**src/rtl/knn_pkg.sv**
```systemverilog
// Shared FSM encoding and width helpers for the KNN vote selector and its sorted list.
package knn_pkg;

   typedef enum logic [1:0] {
      COLLECT,
      VOTE,
      DECIDE,
      RESOLVE
   } knn_state_e;

   function automatic int unsigned num_classes(input int unsigned type_w);
      return 2 ** type_w;
   endfunction

   function automatic int unsigned count_w(input int unsigned k);
      return $clog2(k + 1);
   endfunction

endpackage

```
**src/rtl/knn_sorted_list.sv**
```systemverilog
// K-entry ascending distance list: parallel compare, single-cycle insert/shift, flush.
module knn_sorted_list #(
   parameter int unsigned W      = 32,
   parameter int unsigned TYPE_W = 2,
   parameter int unsigned K      = 5
) (
   input  logic                         clk,
   input  logic                         rst,
   input  logic                         flush,
   input  logic                         insert,
   input  logic [2*W-1:0]               distance,
   input  logic [TYPE_W-1:0]            data_type,
   output logic [K-1:0]                 ent_valid,
   output logic [K-1:0][2*W-1:0]        ent_dist,
   output logic [K-1:0][TYPE_W-1:0]     ent_cls
);

   logic [K-1:0]             keep;
   logic [K-1:0]             prev_keep;
   logic [K-1:0]             sh_valid;
   logic [K-1:0][2*W-1:0]    sh_dist;
   logic [K-1:0][TYPE_W-1:0] sh_cls;

   // A slot keeps its entry when it is valid and <= the newcomer (stable ties);
   // the first non-kept slot takes the newcomer, later slots take their predecessor.
   always_comb begin
      keep = '0;
      for (int unsigned i = 0; i < K; i++) begin
         keep[i] = ent_valid[i] && (ent_dist[i] <= distance);
      end
      prev_keep = (keep << 1) | K'(1);
      sh_valid  = ent_valid << 1;
      sh_dist   = ent_dist << (2 * W);
      sh_cls    = ent_cls << TYPE_W;
   end

   always_ff @(posedge clk or negedge rst) begin
      if (!rst) begin
         ent_valid <= '0;
         ent_dist  <= '0;
         ent_cls   <= '0;
      end else if (flush) begin
         ent_valid <= '0;
      end else if (insert) begin
         for (int unsigned i = 0; i < K; i++) begin
            if (!keep[i]) begin
               if (prev_keep[i]) begin
                  ent_valid[i] <= 1'b1;
                  ent_dist[i]  <= distance;
                  ent_cls[i]   <= data_type;
               end else begin
                  ent_valid[i] <= sh_valid[i];
                  ent_dist[i]  <= sh_dist[i];
                  ent_cls[i]   <= sh_cls[i];
               end
            end
         end
      end
   end

endmodule

```
**src/rtl/knn_vote_selector.sv**
```systemverilog
// KNN vote selector: keeps the K nearest samples, majority-votes their labels per input vector.
// Optional KNN_TIE_NEAREST_EN: break vote ties toward the class of the nearest tied entry.
module knn_vote_selector
   import knn_pkg::*;
#(
   parameter int unsigned W           = 32,
   parameter int unsigned TYPE_W      = 2,
   parameter int unsigned K           = 5,
   parameter int unsigned NUM_SAMPLES = 8
) (
   input  logic                    clk,
   input  logic                    rst,
   input  logic                    clear,
   input  logic                    dist_valid,
   input  logic [2*W-1:0]          distance,
   input  logic [TYPE_W-1:0]       data_type,
   output logic                    busy,
   output logic                    result_valid,
   output logic [TYPE_W-1:0]       result_class,
   output logic [count_w(K)-1:0]   result_votes,
   output logic [2*W-1:0]          nearest_distance,
   output logic                    overflow
);

   localparam int unsigned CW   = count_w(K);
   localparam int unsigned NCLS = num_classes(TYPE_W);
   localparam int unsigned IW   = (K > 1) ? $clog2(K) : 1;
   localparam int unsigned SW   = (NUM_SAMPLES > 1) ? $clog2(NUM_SAMPLES) : 1;

   knn_state_e               state, state_n;
   logic [IW-1:0]            idx;
   logic [SW-1:0]            scnt;
   logic [NCLS-1:0][CW-1:0]  class_cnt;
   logic                     accept, last_idx, last_sample, emit, flush;
   logic [TYPE_W-1:0]        best_cls, res_cls;
   logic [CW-1:0]            best_cnt, res_votes;
   logic [K-1:0]             ent_valid;
   logic [K-1:0][2*W-1:0]    ent_dist;
   logic [K-1:0][TYPE_W-1:0] ent_cls;

   knn_sorted_list #(
      .W      (W),
      .TYPE_W (TYPE_W),
      .K      (K)
   ) u_list (
      .clk       (clk),
      .rst       (rst),
      .flush     (flush),
      .insert    (accept),
      .distance  (distance),
      .data_type (data_type),
      .ent_valid (ent_valid),
      .ent_dist  (ent_dist),
      .ent_cls   (ent_cls)
   );

   always_comb begin
      busy        = (state != COLLECT);
      accept      = (state == COLLECT) && dist_valid && !clear;
      last_idx    = (idx == IW'(K - 1));
      last_sample = (scnt == SW'(NUM_SAMPLES - 1));
      // strict '>' keeps the lowest class index on equal counts
      best_cls = '0;
      best_cnt = '0;
      for (int unsigned c = 0; c < NCLS; c++) begin
         if (class_cnt[c] > best_cnt) begin
            best_cls = TYPE_W'(c);
            best_cnt = class_cnt[c];
         end
      end
   end

   always_comb begin
      state_n = state;
      emit    = 1'b0;
      flush   = clear;
      case (state)
         COLLECT: if (accept && last_sample) state_n = VOTE;
         VOTE:    if (last_idx) state_n = DECIDE;
         DECIDE: begin
`ifdef KNN_TIE_NEAREST_EN
            state_n = RESOLVE;
`else
            emit    = 1'b1;
            flush   = 1'b1;
            state_n = COLLECT;
`endif
         end
         RESOLVE: begin
`ifdef KNN_TIE_NEAREST_EN
            if (last_idx) begin
               emit    = 1'b1;
               flush   = 1'b1;
               state_n = COLLECT;
            end
`else
            state_n = COLLECT;
`endif
         end
      endcase
      if (clear) begin
         state_n = COLLECT;
         emit    = 1'b0;
      end
   end

`ifdef KNN_TIE_NEAREST_EN
   logic [CW-1:0]     max_cnt;
   logic              tie_found;
   logic [TYPE_W-1:0] tie_cls;
   logic              hit;

   always_comb begin
      hit       = ent_valid[idx] && (class_cnt[ent_cls[idx]] == max_cnt);
      res_cls   = tie_found ? tie_cls : ent_cls[idx];
      res_votes = max_cnt;
   end

   always_ff @(posedge clk or negedge rst) begin
      if (!rst) begin
         max_cnt   <= '0;
         tie_found <= 1'b0;
         tie_cls   <= '0;
      end else if (state == DECIDE) begin
         max_cnt   <= best_cnt;
         tie_found <= 1'b0;
      end else if (state == RESOLVE && hit && !tie_found) begin
         tie_found <= 1'b1;
         tie_cls   <= ent_cls[idx];
      end
   end
`else
   always_comb begin
      res_cls   = best_cls;
      res_votes = best_cnt;
   end
`endif

   always_ff @(posedge clk or negedge rst) begin
      if (!rst) begin
         state            <= COLLECT;
         idx              <= '0;
         scnt             <= '0;
         class_cnt        <= '0;
         overflow         <= 1'b0;
         result_valid     <= 1'b0;
         result_class     <= '0;
         result_votes     <= '0;
         nearest_distance <= '0;
      end else begin
         state        <= state_n;
         result_valid <= emit;
         if (clear) begin
            idx      <= '0;
            scnt     <= '0;
            overflow <= 1'b0;
         end else begin
            if (dist_valid && busy) overflow <= 1'b1;
            if (accept) scnt <= last_sample ? '0 : scnt + 1'b1;
            // counters stay zero while collecting, so VOTE always starts clean
            if (state == COLLECT) begin
               idx       <= '0;
               class_cnt <= '0;
            end else if (state == VOTE || state == RESOLVE) begin
               idx <= last_idx ? '0 : idx + 1'b1;
               if (state == VOTE && ent_valid[idx]) begin
                  class_cnt[ent_cls[idx]] <= class_cnt[ent_cls[idx]] + 1'b1;
               end
            end
         end
         if (emit) begin
            result_class     <= res_cls;
            result_votes     <= res_votes;
            nearest_distance <= ent_dist[0];
         end
      end
   end

endmodule

```
**config.mk**
```make
export PLATFORM = sky130hd
export DESIGN_NAME = knn_vote_selector
export DESIGN_NICKNAME = d
export VERILOG_FILES = /design/src/rtl/knn_pkg.sv /design/src/rtl/knn_sorted_list.sv /design/src/rtl/knn_vote_selector.sv
export SDC_FILE = /design/constraint.sdc
export NUM_CORES = 1
export LEC_CHECK = 0
export ABC_AREA = 1
export BUFFER_PORTS_ARGS = -buffer_cell sky130_fd_sc_hd__buf_2
export CAP_MARGIN = 20
export CELL_PAD_IN_SITES_DETAIL_PLACEMENT = 1
export CELL_PAD_IN_SITES_GLOBAL_PLACEMENT = 1
export CORE_MARGIN = 2
export CORE_UTILIZATION = 47
export CTS_BUF_LIST = sky130_fd_sc_hd__clkbuf_2
export CTS_CLUSTER_SIZE = 28
export DETAILED_ROUTE_END_ITERATION = 7
export HOLD_SLACK_MARGIN = 0.08
export MAX_ROUTING_LAYER = met4
export PLACE_DENSITY = 0.91
export SYNTH_ARGS = -nofsm -noshare
export SYNTH_HDL_FRONTEND = slang
export SYNTH_SLANG_ARGS = --single-unit
```
**constraint.sdc**
```tcl
create_clock -name clk -period 3.5 [get_ports clk]
set_input_delay 0.175 -clock clk [delete_from_list [all_inputs] [get_ports clk]]
set_output_delay 0.175 -clock clk [all_outputs]
set_load 0.01 [all_outputs]
```
======== Word level (Yosys, flattened, before mapping) ========
Index checks and enable logic that the tools add are counted.
word-level totals
  flip-flop bits (word level) ............. 426
  output and inout port bits .............. 72
  logic and storage cells ................. 149
operators by class
  add/subtract/negate cells ............... 3
  order comparisons ....................... 12
  equality and inequality tests ........... 12
  mux-type cells .......................... 54
  bitwise logic cells ..................... 7
  reductions and logical operators ........ 34
operators by type and width
  operator                                                              number
  64-bit <= comparator                                                  5
  64-bit two-way mux                                                    4
  3-bit two-way mux                                                     13
  12-bit two-way mux                                                    3
  2-bit two-way mux                                                     10
  3-bit AND reduction                                                   6
  1-bit two-way mux                                                     16
  12-bit bitwise mux                                                    1
  2-bit AND reduction                                                   6
  2-bit nonzero test                                                    6
  1-bit logical AND                                                     11
  5-bit two-way mux                                                     2
  2-bit inequality test, second input constant                          5
  3-bit by 1-bit adder with 3-bit output, second input constant         3
  3-bit greater-than comparator                                         3
  1-bit NOT                                                             7
  2-bit binary-select mux with 3-bit select                             1
  3-bit binary-select mux with 2-bit select                             1
  3-bit demux with 2-bit select                                         1
  3-bit == test, second input constant                                  2
  2-bit one-hot mux with 3 select lines                                 1
  2-bit == test, second input constant                                  2
  3-bit by 4-bit < comparator with 1-bit output, second input constant  1
  1-bit binary-select mux with 3-bit select                             1
  other kinds (11)                                                      11

======== Depth between registers and ports, before layout ========
Gate-level depths: netlist of the first run.
  depth in word-level cells ............... 10
  gate-level depth with buffers ........... 23
  gate-level depth less buffers ........... 22

======== Cells and area by module ========
Synthesis of the first run repeated with hierarchy kept, for this count alone.
second synthesis, totals
  cell total of the unflattened synthesis .. 3862
  area, all modules ....................... 28238.3 um2
by module, submodules not included
  module             times used  cells an instance  area an instance (um2)
  knn_sorted_list    1           3340               23959.2
  knn_vote_selector  1           522                4279.1

======== Worst setup path before layout of the first run ========
OpenSTA, ideal clock, no wires.
  path type ............................... flip-flop to flip-flop
  from .................................... register class_cnt[2] (netlist bit)
  to ...................................... register result_votes[2]
  setup time .............................. 0.126 ns
  arrival time ............................ 2.868 ns
  setup slack ............................. 0.506 ns
  stages on the path, launching flop included .. 19
  buffers on the path ..................... 0
  clock period less this slack ............ 2.994 ns
  path through ............................ dfrtp_1 -> inv_1 -> ha_1 -> a31oi_1 -> a32oi_1 -> o21ai_0 -> ha_1 -> a31oi_1 -> nand2_1 -> inv_1 -> o21a_1 -> inv_1 -> ha_1 -> a21oi_1 -> o21ai_0 -> nand2_1 -> inv_1 -> o21ai_0 -> o21ai_0
between the ends
  word-level cells in the longest chain between the ends .. 8
ends and longest elaborated chain
  what                                                      line                      source
  start, declared                                           knn_vote_selector.sv:33   logic [NCLS-1:0][CW-1:0] class_cnt;
  start signal, assigned by index                           knn_vote_selector.sv:167  class_cnt[ent_cls[idx]] <= class_cnt[ent_cls[idx]] + 1'b1;
  3-bit by 1-bit greater-than comparator with 1-bit output  knn_vote_selector.sv:66   if (class_cnt[c] > best_cnt) begin
  3-bit two-way mux (*)                                     knn_vote_selector.sv:66
  3-bit greater-than comparator                             knn_vote_selector.sv:66
  3-bit two-way mux (*)                                     knn_vote_selector.sv:66
  3-bit greater-than comparator                             knn_vote_selector.sv:66
  3-bit two-way mux (*)                                     knn_vote_selector.sv:66
  3-bit greater-than comparator                             knn_vote_selector.sv:66
  3-bit two-way mux (*)                                     knn_vote_selector.sv:66
  end signal, assigned                                      knn_vote_selector.sv:173  result_votes <= res_votes;
  end, declared                                             knn_vote_selector.sv:20   output logic [count_w(K)-1:0] result_votes,
Every way passes the cells marked *; elsewhere a longest branch is shown, timed or not.
A chain may end at the register's enable or synchronous reset.

======== Final worst setup path of the first run ========
  from .................................... register class_cnt[1] (netlist bit)
  to ...................................... register result_votes[0]
The elaborated chain is that of the path after synthesis.

==> impl_metrics.csv, run 1 <==
group,metric,value,unit
route,dr_total_vias,30100,
sta,period_minus_slack,3530,ps
clock_tree,clkTransAtPathRegs,110,ps
place,gp_congestion,0.866,
sta,max_freq,283,MHz
floorplanning,die_area,61200,um2
critical_path,r2r-start,"class_cnt[1]$_DFFE_PN0P_",
route,firstDrtPassIters,5,
pwr,clockPowerShare,21.6,%
logic_synthesis,synthesis.area,27800,um2
finish,seq_area,10700,um2
sta,setup_ws,-28.1,ps
logic_synthesis,async_flop_share,100,%
sta,skew,99.9,ps
critical_path,crit_fanout,5,
logic_synthesis,yosys.area.top_type,"dfrtp_1",
logic_synthesis,ys_seq_area_share,38.3,%
finish,final-instance-count-excl-fill,5005,
worst_hold_path,hold_path_depth,6,
logic_synthesis,synth_top_area_share,38.3,%
clock_tree,clk_latency,1250,ps
finish,nFillCells,7626,
sta,worstMarginPinSlew,1080,ps
finish,final_cell_mix,"nand2_1, dfrtp_1, ha_1",
sta,hold_violations,0,
pwr,p_int,10.3,mW
floorplanning,rows,89,
critical_path,path_class,"flip-flop to flip-flop",
place,numPortBuffers,141,
worst_hold_path,min_from,"clear",
clock_tree,cts_tree,"yes",
clock_tree,cts-buffers-inserted,120,
worst_hold_path,min_path_type,"input port to flip-flop",
pwr,p_sw,8.78,mW
global_routing,grt_max_degree,93,
global_routing,grt_overflow,0,
finish,synthToLayoutAreaGrowth,14.7,%
logic_synthesis,yosysUniqueCellTypes,40,
logic_synthesis,synth_area_per_cell,7.23,um2
pwr,p_seq_share,38.7,%
critical_path,r2r_slack,-30,ps
global_routing,track_usage,38.6,%
critical_path,crit_path_start_kind,"flip-flop",
route,wl_per_cell,22.9,um
finish,multi_input_area,15800,um2
critical_path,crit_path_end_kind,"flip-flop",
sta,finalSetupViolations,1,
floorplanning,die_w,247,um
critical_path,cp.required,4570,ps
logic_synthesis,ys.warnings.count,0,
pwr,power.density,598,nW/um2
critical_path,reg2reg_to,"result_votes[0]$_DFFE_PN0P_",
worst_hold_path,hold_path_end,"class_cnt[8]$_DFFE_PN0P_",
sta,relSlewSlack,28.1,%
sta,drv_slew,0,
logic_synthesis,syn_nets,4254,
global_routing,antenna_found_initial,3,
floorplanning,dieHeight,247,um
route,finalWirelength,115000,um
logic_synthesis,netlist_instances,3850,
critical_path,arrival,4590,ps
global_routing,grt_pass1_wl,180000,um
outcome,status,"finished, violations left",
logic_synthesis,synth_edf_count,0,
pwr,irDropWorstVdd,0.297,mV
floorplanning,start_util,47.4,%
route,drt_iter0_drc,2453,
global_routing,first_global_vias,33300,
finish,drive_gt1_share,10.3,%
clock_tree,cts_buffer_depth,3,
outcome,failed_checks,"negative setup slack",
pwr,swShare,46.0,%
floorplanning,io_pins,142,
pwr,power,19.1,mW
pwr,comb_power_share,39.7,%
route,antenna_left,0,
run,max-cap-violations,0,
finish,layout_commonest_cell,"nand2_1",
sta,setup_tns,-28.1,ps
floorplanning,core_area,58800,um2
place,dp_hpwl,65200,um
route,drc_errors,0,
sta,finalCritPeriodShare,101,%
finish,nNetsFinal,4538,
clock_tree,cts_sinks,426,
clock_tree,cts_max_level,3,
logic_synthesis,synth_area_leaders,"dfrtp_1, nand2_1, ha_1",
logic_synthesis,synth-seq-cells,426,
logic_synthesis,ys.flop_type,"dfrtp_1",
pwr,p_leak,18.4,nW
clock_tree,cts_root_buf,"clkbuf_2",
place,place_inst,4639,
critical_path,r2r_cells,19,
route,viasPerCell,6.01,
-- synth_stat cells, types with 6 or more instances --
library cell  number
nand3_1          307
ha_1             334
inv_2              7
buf_6             10
a21o_1             6
nand2_1         1931
buf_1              7
nand4_1           24
buf_2             62
nor2_1           106
nand2_2           11
inv_1            158
o21ai_1           24
dfrtp_1          426
nor3_1            16
buf_4             35
o21a_1            18
o21ai_0          106
a21oi_1          160
clkbuf_1          61
-- critical path, cell delays in order (launching register included) --
cell     delay (ps)
dfrtp_1         380
inv_1           110
ha_4            320
a31oi_4         120
a32oi_4         290
nand2_1         120
o21ai_0         150
ha_1            220
inv_1            50
a31oi_1         160
nand2_1         140
inv_1           100
o21a_1          130
inv_1            70
ha_4            280
nand2_1          50
o21ai_0         160
nand2_1         150
o21ai_0         250
o21ai_1         120
-- how the worst max path moves through the flow --
stage | start | endpoint | slack [ps] | depth (start not counted)
2_1_floorplan | class_cnt[2]$_DFFE_PN0P_ | result_votes[2]$_DFFE_PN0P_ | 510 | 18
3_3_place_gp | class_cnt[2]$_DFFE_PN0P_ | result_votes[2]$_DFFE_PN0P_ | 170 | 17
3_5_place_dp | class_cnt[2]$_DFFE_PN0P_ | result_votes[2]$_DFFE_PN0P_ | 40 | 17
4_1_cts | class_cnt[1]$_DFFE_PN0P_ | result_votes[2]$_DFFE_PN0P_ | 10 | 17
5_1_grt | class_cnt[1]$_DFFE_PN0P_ | result_votes[0]$_DFFE_PN0P_ | -170 | 19
6_report | class_cnt[1]$_DFFE_PN0P_ | result_votes[0]$_DFFE_PN0P_ | -30 | 19
-- flip-flops by register name (all words and copies together), names as in the netlist --
name / flops
result_class: 2
result_valid: 1
state: 2
u_list.ent_valid: 5
nearest_distance: 64
u_list.ent_cls: 10
scnt: 3
overflow: 1
class_cnt: 12
u_list.ent_dist: 320
result_votes: 3
idx: 3
-- metal layers --
layer  global-route usage [%]  wire [um]  part of all wire (%)  vias to the layer above
met5                        -          0                     0                        -
met4                     24.4       7050                   6.1                        0
met3                     7.20       9580                   8.3                      546
met2                     62.1      54500                    47                     1653
met1                     44.3      43700                    38                    14800
li1                         -          -                     -                    13100
-- power groups by stage --
stage	Combinational, mW	Clock, mW	Sequential [mW]
finish	7.58	4.12	7.39
floorplan	4.68	0	6.96
CTS	6.92	4.04	7.26
detailed placement	6.68	0	7.34
global route	8.33	4.41	7.51
global placement	6.16	0	7.29
-- what timing repair did --
item                                    4_1_cts  5_1_grt
pin swaps                                     0        4
gates resized for setup                       1       30
setup buffers                                 0        4
hold buffers                                142        0
endpoints found under the setup margin        1       46
endpoints found under the hold margin       852        0
-- metrics by stage --
step	util, %	hold WS [ps]	setup WS, ps	cell area [um2]
floorplan	-	-121	506	27800
global placement	49.7	113	175	29200
detailed placement	49.7	116	41.9	29200
CTS	54.1	231	12.8	31800
global route	54.3	405	-170	31900
finish	54.3	386	-28.1	31900
-- cell type report --
| type | count | share of cell area, % |
|---|---|---|
| flip-flops and latches | 426 | 33.4 |
| multi-input cells | 3084 | 49.3 |
| clock inverters | 35 | 0.662 |
| well taps | 773 | 3.03 |
| diodes | 3 | 0.0235 |
| inverters | 165 | 1.95 |
| clock buffers | 182 | 2.85 |
| repair buffers | 337 | 8.77 |
-- cells by family after synthesis --
group	Yosys count	synth area share, %
AND/OR/NAND/NOR	2412	34.6
flip-flops	426	38.3
buffers and inverters	340	5.60
AO/OA/AOI/OAI	338	6.52
adder cells (fa/ha/maj)	334	15.0
Note: power is estimated with default switching activity, not from simulation.
==> run 2: changes to the inputs <==
- CORE_ASPECT_RATIO: default -> 0.75
- CTS_CLUSTER_DIAMETER: default -> 30
- SETUP_SLACK_MARGIN: default -> 0.05
==> run 2 against run 1 <==
Net effect:
- worst setup slack improved by 140 ps
- combinational power is 1% lower
- routed wire length down 1.5%
- the flow now finishes without violations
- via count fell by 1.3%
==> impl_metrics.csv, run 2 (synthesis gave the netlist of run 1 again) <==
group,metric,value,unit
finish,max_flop_register,"u_list.ent_dist",
critical_path,crit_path_start_kind,"input port",
route,dr_total_vias,29700,
critical_path,r2r-start,"class_cnt[1]$_DFFE_PN0P_",
route,viasPerCell,5.96,
global_routing,grt_max_degree,90,
sta,period_minus_slack,3390,ps
floorplanning,die_w,285,um
critical_path,cp-endpoint,"u_list.ent_dist[174]$_DFFE_PN0P_",
floorplanning,rows,77,
critical_path,r2r_slack,150,ps
route,drc_errors,0,
worst_hold_path,min_path_type,"input port to async pin",
pwr,power,19.4,mW
critical_path,crit_buf_inv,6,
critical_path,cp_num_cells,17,
floorplanning,dieHeight,215,um
critical_path,r2r_cells,18,
critical_path,cpPeakStageDelay,690,ps
sta,finalSetupViolations,0,
critical_path,crit_path_end_kind,"flip-flop",
floorplanning,core_area,58800,um2
critical_path,crit_path_frequent_cell,"nand2_1",
finish,final_cell_mix,"nand2_1, dfrtp_1, ha_1",
finish,nNetsFinal,4513,
critical_path,crit_path_start,"distance[63]",
clock_tree,cts_buffer_depth,3,
global_routing,track_usage,37.9,%
sta,hold_violations,0,
sta,rsz0062_at_grt,"yes",
finish,final_area,32100,um2
pwr,power.density,606,nW/um2
critical_path,cp.required,4690,ps
clock_tree,cts-buffers-inserted,101,
finish,final_core_util,54.6,%
floorplanning,die_area,61200,um2
place,postPlaceCellArea,29300,um2
route,antenna_left,0,
clock_tree,cts_tree,"yes",
critical_path,crit_fanout,29,
place,gp_congestion,0.910,
critical_path,slowest_stage,"dlygate4sd3_1",
route,finalWirelength,113000,um
clock_tree,cts_max_level,3,
sta,max_freq,295,MHz
sta,finalCritPeriodShare,96.8,%
pwr,irDropWorstVdd,0.459,mV
finish,synthToLayoutAreaGrowth,15.2,%
floorplanning,io_pins,142,
finish,layout_commonest_cell,"nand2_1",
critical_path,arrival,4580,ps
critical_path,critPathTopFamily,"buffers and inverters",
critical_path,path_class,"input port to flip-flop",
sta,skew,108,ps
sta,drv_slew,0,
clock_tree,cts_root_buf,"clkbuf_2",
sta,setup_ws,112,ps
place,numPortBuffers,141,
critical_path,reg2reg_to,"result_votes[2]$_DFFE_PN0P_",
finish,final-instance-count-excl-fill,4989,
route,wl_per_cell,22.7,um
sta,setup_tns,0,ps
pwr,p_leak,18.4,nW
clock_tree,cts_sinks,426,
route,firstDrtPassIters,6,
finish,nFillCells,7646,
outcome,status,"finished clean",
clock_tree,clkTransAtPathRegs,180,ps
global_routing,grt_pass1_wl,179000,um
global_routing,first_global_vias,31800,
sta,relSlewSlack,26.2,%
clock_tree,clk_latency,1270,ps
global_routing,antenna_found_initial,4,
sta,whs,177,ps
place,dp_hpwl,67600,um
finish,top_regs,"u_list.ent_dist: 320 flops, nearest_distance: 64 flops, class_cnt: 12 flops",
run,max-cap-violations,0,
place,post-place-ws,27.4,ps
sta,worstMarginPinSlew,1110,ps
global_routing,grt_overflow,0,
critical_path,worstPathCellList,"dlygate4sd3_1, buf_2, dlygate4sd3_1, inv_1, ha_1, nand4_1, nor3_1, nor3b_2, nand2_1, nand2_1, nand2_2, nand2_2, nand2_2, inv_4, buf_12, nand2_1, nand2_1",
finish,largest_register_ffs,320,
place,place_inst,4650,
finish,drive_gt1_share,9.69,%
floorplanning,start_util,47.4,%
route,drt_iter0_drc,2866,
==> run 2: worst min path at each step <==
stage          cells past startpoint                          endpoint  slack, ps  start
2_1_floorplan                      0          class_cnt[0]$_DFFE_PN0P_       -120    rst
3_3_place_gp                       1  nearest_distance[21]$_DFFE_PN0P_        280    rst
3_5_place_dp                       1  nearest_distance[23]$_DFFE_PN0P_        280    rst
4_1_cts                            4  u_list.ent_dist[152]$_DFFE_PN0P_        110    rst
5_1_grt                            4   u_list.ent_dist[27]$_DFFE_PN0P_        140    rst
6_report                           4          class_cnt[3]$_DFFE_PN0P_        180    rst
==> run 2: report_power, final <==
group | total (mW) | switching (mW) | internal [mW]
Clock | 4.53 | 2.60 | 1.93
Combinational | 7.47 | 4.90 | 2.57
Sequential | 7.44 | 1.32 | 6.12
Total | 19.4 | 8.82 | 10.6
==> run 2: layout make-up <==
cell class	instances	area, um2	area share (%)
Sequential cell	426	10700	33.2
Clock inverter	67	677	2.11
Clock buffer	118	591	1.84
Inverter	165	626	1.95
Antenna cell	8	20.0	0.0624
Multi-Input combinational cell	3084	15700	48.9
Timing Repair Buffer	331	2820	8.78
Tap cell	790	988	3.08
==> run 2: repair_timing <==
item	CTS	global route
setup endpoints to repair	4	94
buffers inserted	0	5
hold endpoints to repair	852	0
pin swaps	0	3
hold buffers	141	0
resized for setup	1	17
==> run 2: worst reg2reg max path: cells and delay by family, from the launching register on <==
kind	cells	cell delay [ps]
flip-flops	1	400
adder cells (fa/ha/maj)	3	870
buffers and inverters	4	420
AND/OR/NAND/NOR	4	390
AO/OA/AOI/OAI	7	1180
==> run 2: routing by layer <==
layer  GRT usage, %  up-vias  wire length, um
met5              -        -                0
met1           48.2    14600            46300
met2           57.5     1611            50600
met3           8.13      441            10900
li1               -    13000                -
met4           18.2        0             5270
==> run 3: changes to the inputs <==
- BUFFER_PORTS_ARGS: -buffer_cell sky130_fd_sc_hd__buf_2 -> default
- CORE_UTILIZATION: 47 -> 49
- DONT_BUFFER_PORTS: default -> 1
- SYNTH_HIERARCHICAL: default -> 1
==> run 3 against run 2 <==
Net effect:
- the flow now finishes with violations (negative hold slack, max-capacitance violations, max-slew violations, negative setup slack)
- clock skew up 150 ps
- first-iteration DRC count is 51% higher
- sequential cell count unchanged
- non-clock buffer count down 97
- synthesized cell count rose by 0.31%
- die area down 2.7%
- critical endpoint is now u_list/ent_dist[130]$_DFFE_PN0P_
==> impl_metrics.csv, run 3 <==
group,metric,value,unit
sta,relSlewSlack,-29.9,%
sta,setup_ws,-1310,ps
sta,finalSetupViolations,327,
critical_path,crit_path_start_kind,"input port",
logic_synthesis,synth_common_cells,"nand2_1, dfrtp_1, ha_1, nand3_1, a21oi_1",
logic_synthesis,ys_seq_area_share,37.8,%
critical_path,crit_path_frequent_cell,"nand2_1",
critical_path,path_class,"input port to flip-flop",
clock_tree,cts_buffer_depth,3,
floorplanning,die_area,59600,um2
floorplanning,rows,76,
floorplanning,dieHeight,212,um
finish,layout_commonest_cell,"nand2_1",
logic_synthesis,yosysMostFrequentCell,"nand2_1",
finish,final_core_util,56.1,%
critical_path,arrival,5940,ps
sta,period_minus_slack,4810,ps
finish,drive_gt1_share,7.66,%
worst_hold_path,min_path_type,"input port to async pin",
finish,synthToLayoutAreaGrowth,13.5,%
logic_synthesis,synth_area_per_cell,7.31,um2
sta,max_freq,208,MHz
route,viasPerCell,6.50,
outcome,status,"finished, violations left",
critical_path,crit_path_end_kind,"flip-flop",
sta,whs,-1360,ps
sta,drv_slew,192,
global_routing,grt_overflow,0,
global_routing,grt_max_degree,427,
finish,max_flop_register,"u_list/ent_dist",
place,numPortBuffers,0,
sta,worstMarginPinSlew,1950,ps
sta,skew,261,ps
critical_path,slowest_stage,"nor3_1",
logic_synthesis,synth_top_area_share,37.8,%
logic_synthesis,synth_edf_count,0,
logic_synthesis,synthesis.area,28200,um2
place,gp_congestion,0.918,
critical_path,cp.required,4630,ps
finish,final_cell_mix,"nand2_1, dfrtp_1, ha_1",
floorplanning,core_area,57100,um2
clock_tree,clkTransAtPathRegs,220,ps
finish,largest_register_ffs,320,
critical_path,crit_fanout,31,
logic_synthesis,ys.warnings.count,6,
clock_tree,cts_root_buf,"clkbuf_2",
logic_synthesis,synth-seq-cells,426,
global_routing,antenna_found_initial,12,
floorplanning,start_util,49.4,%
clock_tree,cts_sinks,426,
place,postPlaceCellArea,28600,um2
logic_synthesis,synth_area_leaders,"dfrtp_1, nand2_1, ha_1",
outcome,failed_checks,"negative hold slack, max-capacitance violations, max-slew violations, negative setup slack",
route,firstDrtPassIters,7,
route,antenna_left,0,
critical_path,cpPeakStageDelay,1270,ps
logic_synthesis,syn_nets,4266,
route,drc_errors,0,
critical_path,r2r_cells,13,
finish,nNetsFinal,4429,
route,drt_iter0_drc,4322,
pwr,p_leak,18.0,nW
run,max-cap-violations,1,
clock_tree,cts-buffers-inserted,102,
logic_synthesis,async_flop_share,100,%
place,dp_hpwl,65000,um
place,post-place-ws,157,ps
pwr,irDropWorstVdd,0.297,mV
global_routing,first_global_vias,31600,
route,wl_per_cell,27.7,um
sta,rsz0062_at_grt,"yes",
global_routing,track_usage,39.5,%
logic_synthesis,yosys.area.top_type,"dfrtp_1",
floorplanning,die_w,281,um
clock_tree,clk_latency,1470,ps
logic_synthesis,netlist_instances,3862,
logic_synthesis,ys.flop_type,"dfrtp_1",
logic_synthesis,yosysUniqueCellTypes,41,
pwr,power.density,585,nW/um2
clock_tree,cts_tree,"yes",
clock_tree,cts_max_level,3,
route,finalWirelength,136000,um
critical_path,worstPathCellList,"dlygate4sd3_1, dlygate4sd3_1, inv_1, ha_1, nand2_1, inv_1, nand3_1, nor3_1, nand4_1, nand2_2, nand2_2, nand2_4, inv_2, buf_6, nand2_1, nand2_1",
sta,hold_violations,426,
floorplanning,io_pins,142,
sta,finalCritPeriodShare,137,%
global_routing,grt_pass1_wl,178000,um
route,dr_total_vias,31900,
finish,top_regs,"u_list/ent_dist: 320 flops, nearest_distance: 64 flops, class_cnt: 12 flops",
finish,final_area,32100,um2
run 3: cells by family (layout without fill, tap and decap cells):
kind of cell	after synthesis	count (layout)	synth area share [%]
and+or+nand+nor	2428	2428	34.8
DFF	426	426	37.8
buffers and inverters	342	594	6.27
adders and majority gates	334	334	14.8
AOI/OAI and AO/OA	332	332	6.38
other	0	19	0
run 3: worst paths after layout:
| check | endpoint | start | slack [ps] |
|---|---|---|---|
| setup / recovery | u_list/ent_dist[130]$_DFFE_PN0P_ | distance[3] | -1310 |
| hold / removal | nearest_distance[35]$_DFFE_PN0P_ | rst | -1360 |
| setup reg to reg | u_list/ent_dist[130]$_DFFE_PN0P_ | u_list/ent_dist[130]$_DFFE_PN0P_ | -1170 |
| hold reg to reg | u_list/ent_dist[266]$_DFFE_PN0P_ | u_list/ent_dist[266]$_DFFE_PN0P_ | 500 |
| max in group asynchronous | u_list/ent_dist[76]$_DFFE_PN0P_ | rst | 3350 |
| min in group clk | u_list/ent_dist[274]$_DFFE_PN0P_ | distance[0] | 100 |
run 3: layer usage:
layer | routed length (um) | share of wire [%] | vias up | track usage (%)
met3 | 18200 | 13 | 1067 | 9.36
met5 | 0 | 0 | - | -
li1 | - | - | 12900 | -
met4 | 11200 | 8.2 | 0 | 22.7
met1 | 49000 | 36 | 15300 | 48.1
met2 | 57700 | 42 | 2710 | 60.1
run 3: through the flow:
| stage | setup TNS [ps] | std cells | power [mW] |
|---|---|---|---|
| 6_report | -160890 | 4913 | 18.8 |
| 5_1_grt | -111500 | 4913 | 19.5 |
| 4_1_cts | 0 | 4877 | 16.9 |
| 3_5_place_dp | 0 | 4514 | 12.0 |
| 3_3_place_gp | 0 | 4514 | 11.6 |
| 2_1_floorplan | 0 | 3862 | 10.4 |
run 3: power breakdown:
group          total, mW  switching (mW)  internal (mW)  leakage [nW]
clock network       5.04            2.96           2.08         0.830
logic               6.66            4.46           2.19          11.5
registers           7.06            1.16           5.90          5.64
total               18.8            8.59           10.2          18.0
run 3: what timing repair did:
item | in CTS | in global routing
hold endpoints to repair | 852 | 459
gates resized for setup | 0 | 44
buffers inserted | 0 | 8
setup endpoints to repair | 0 | 249
hold buffers | 170 | 15
run 3: cell type report:
class                           instances  area [um2]
Clock buffer                          114         571
Inverter                              167         643
Sequential cell                       426       10700
Fill cell                            7234       25100
Clock inverter                         79         802
Antenna cell                           19        47.5
Multi-Input combinational cell       3094       16000
Timing Repair Buffer                  234        2390
Tap cell                              780         976
run 3: critical path: cells and delay by family:
family	cells	cell delay (ps)
and+or+nand+nor	9	3140
adders and majority gates	1	430
buffers and inverters	6	2160
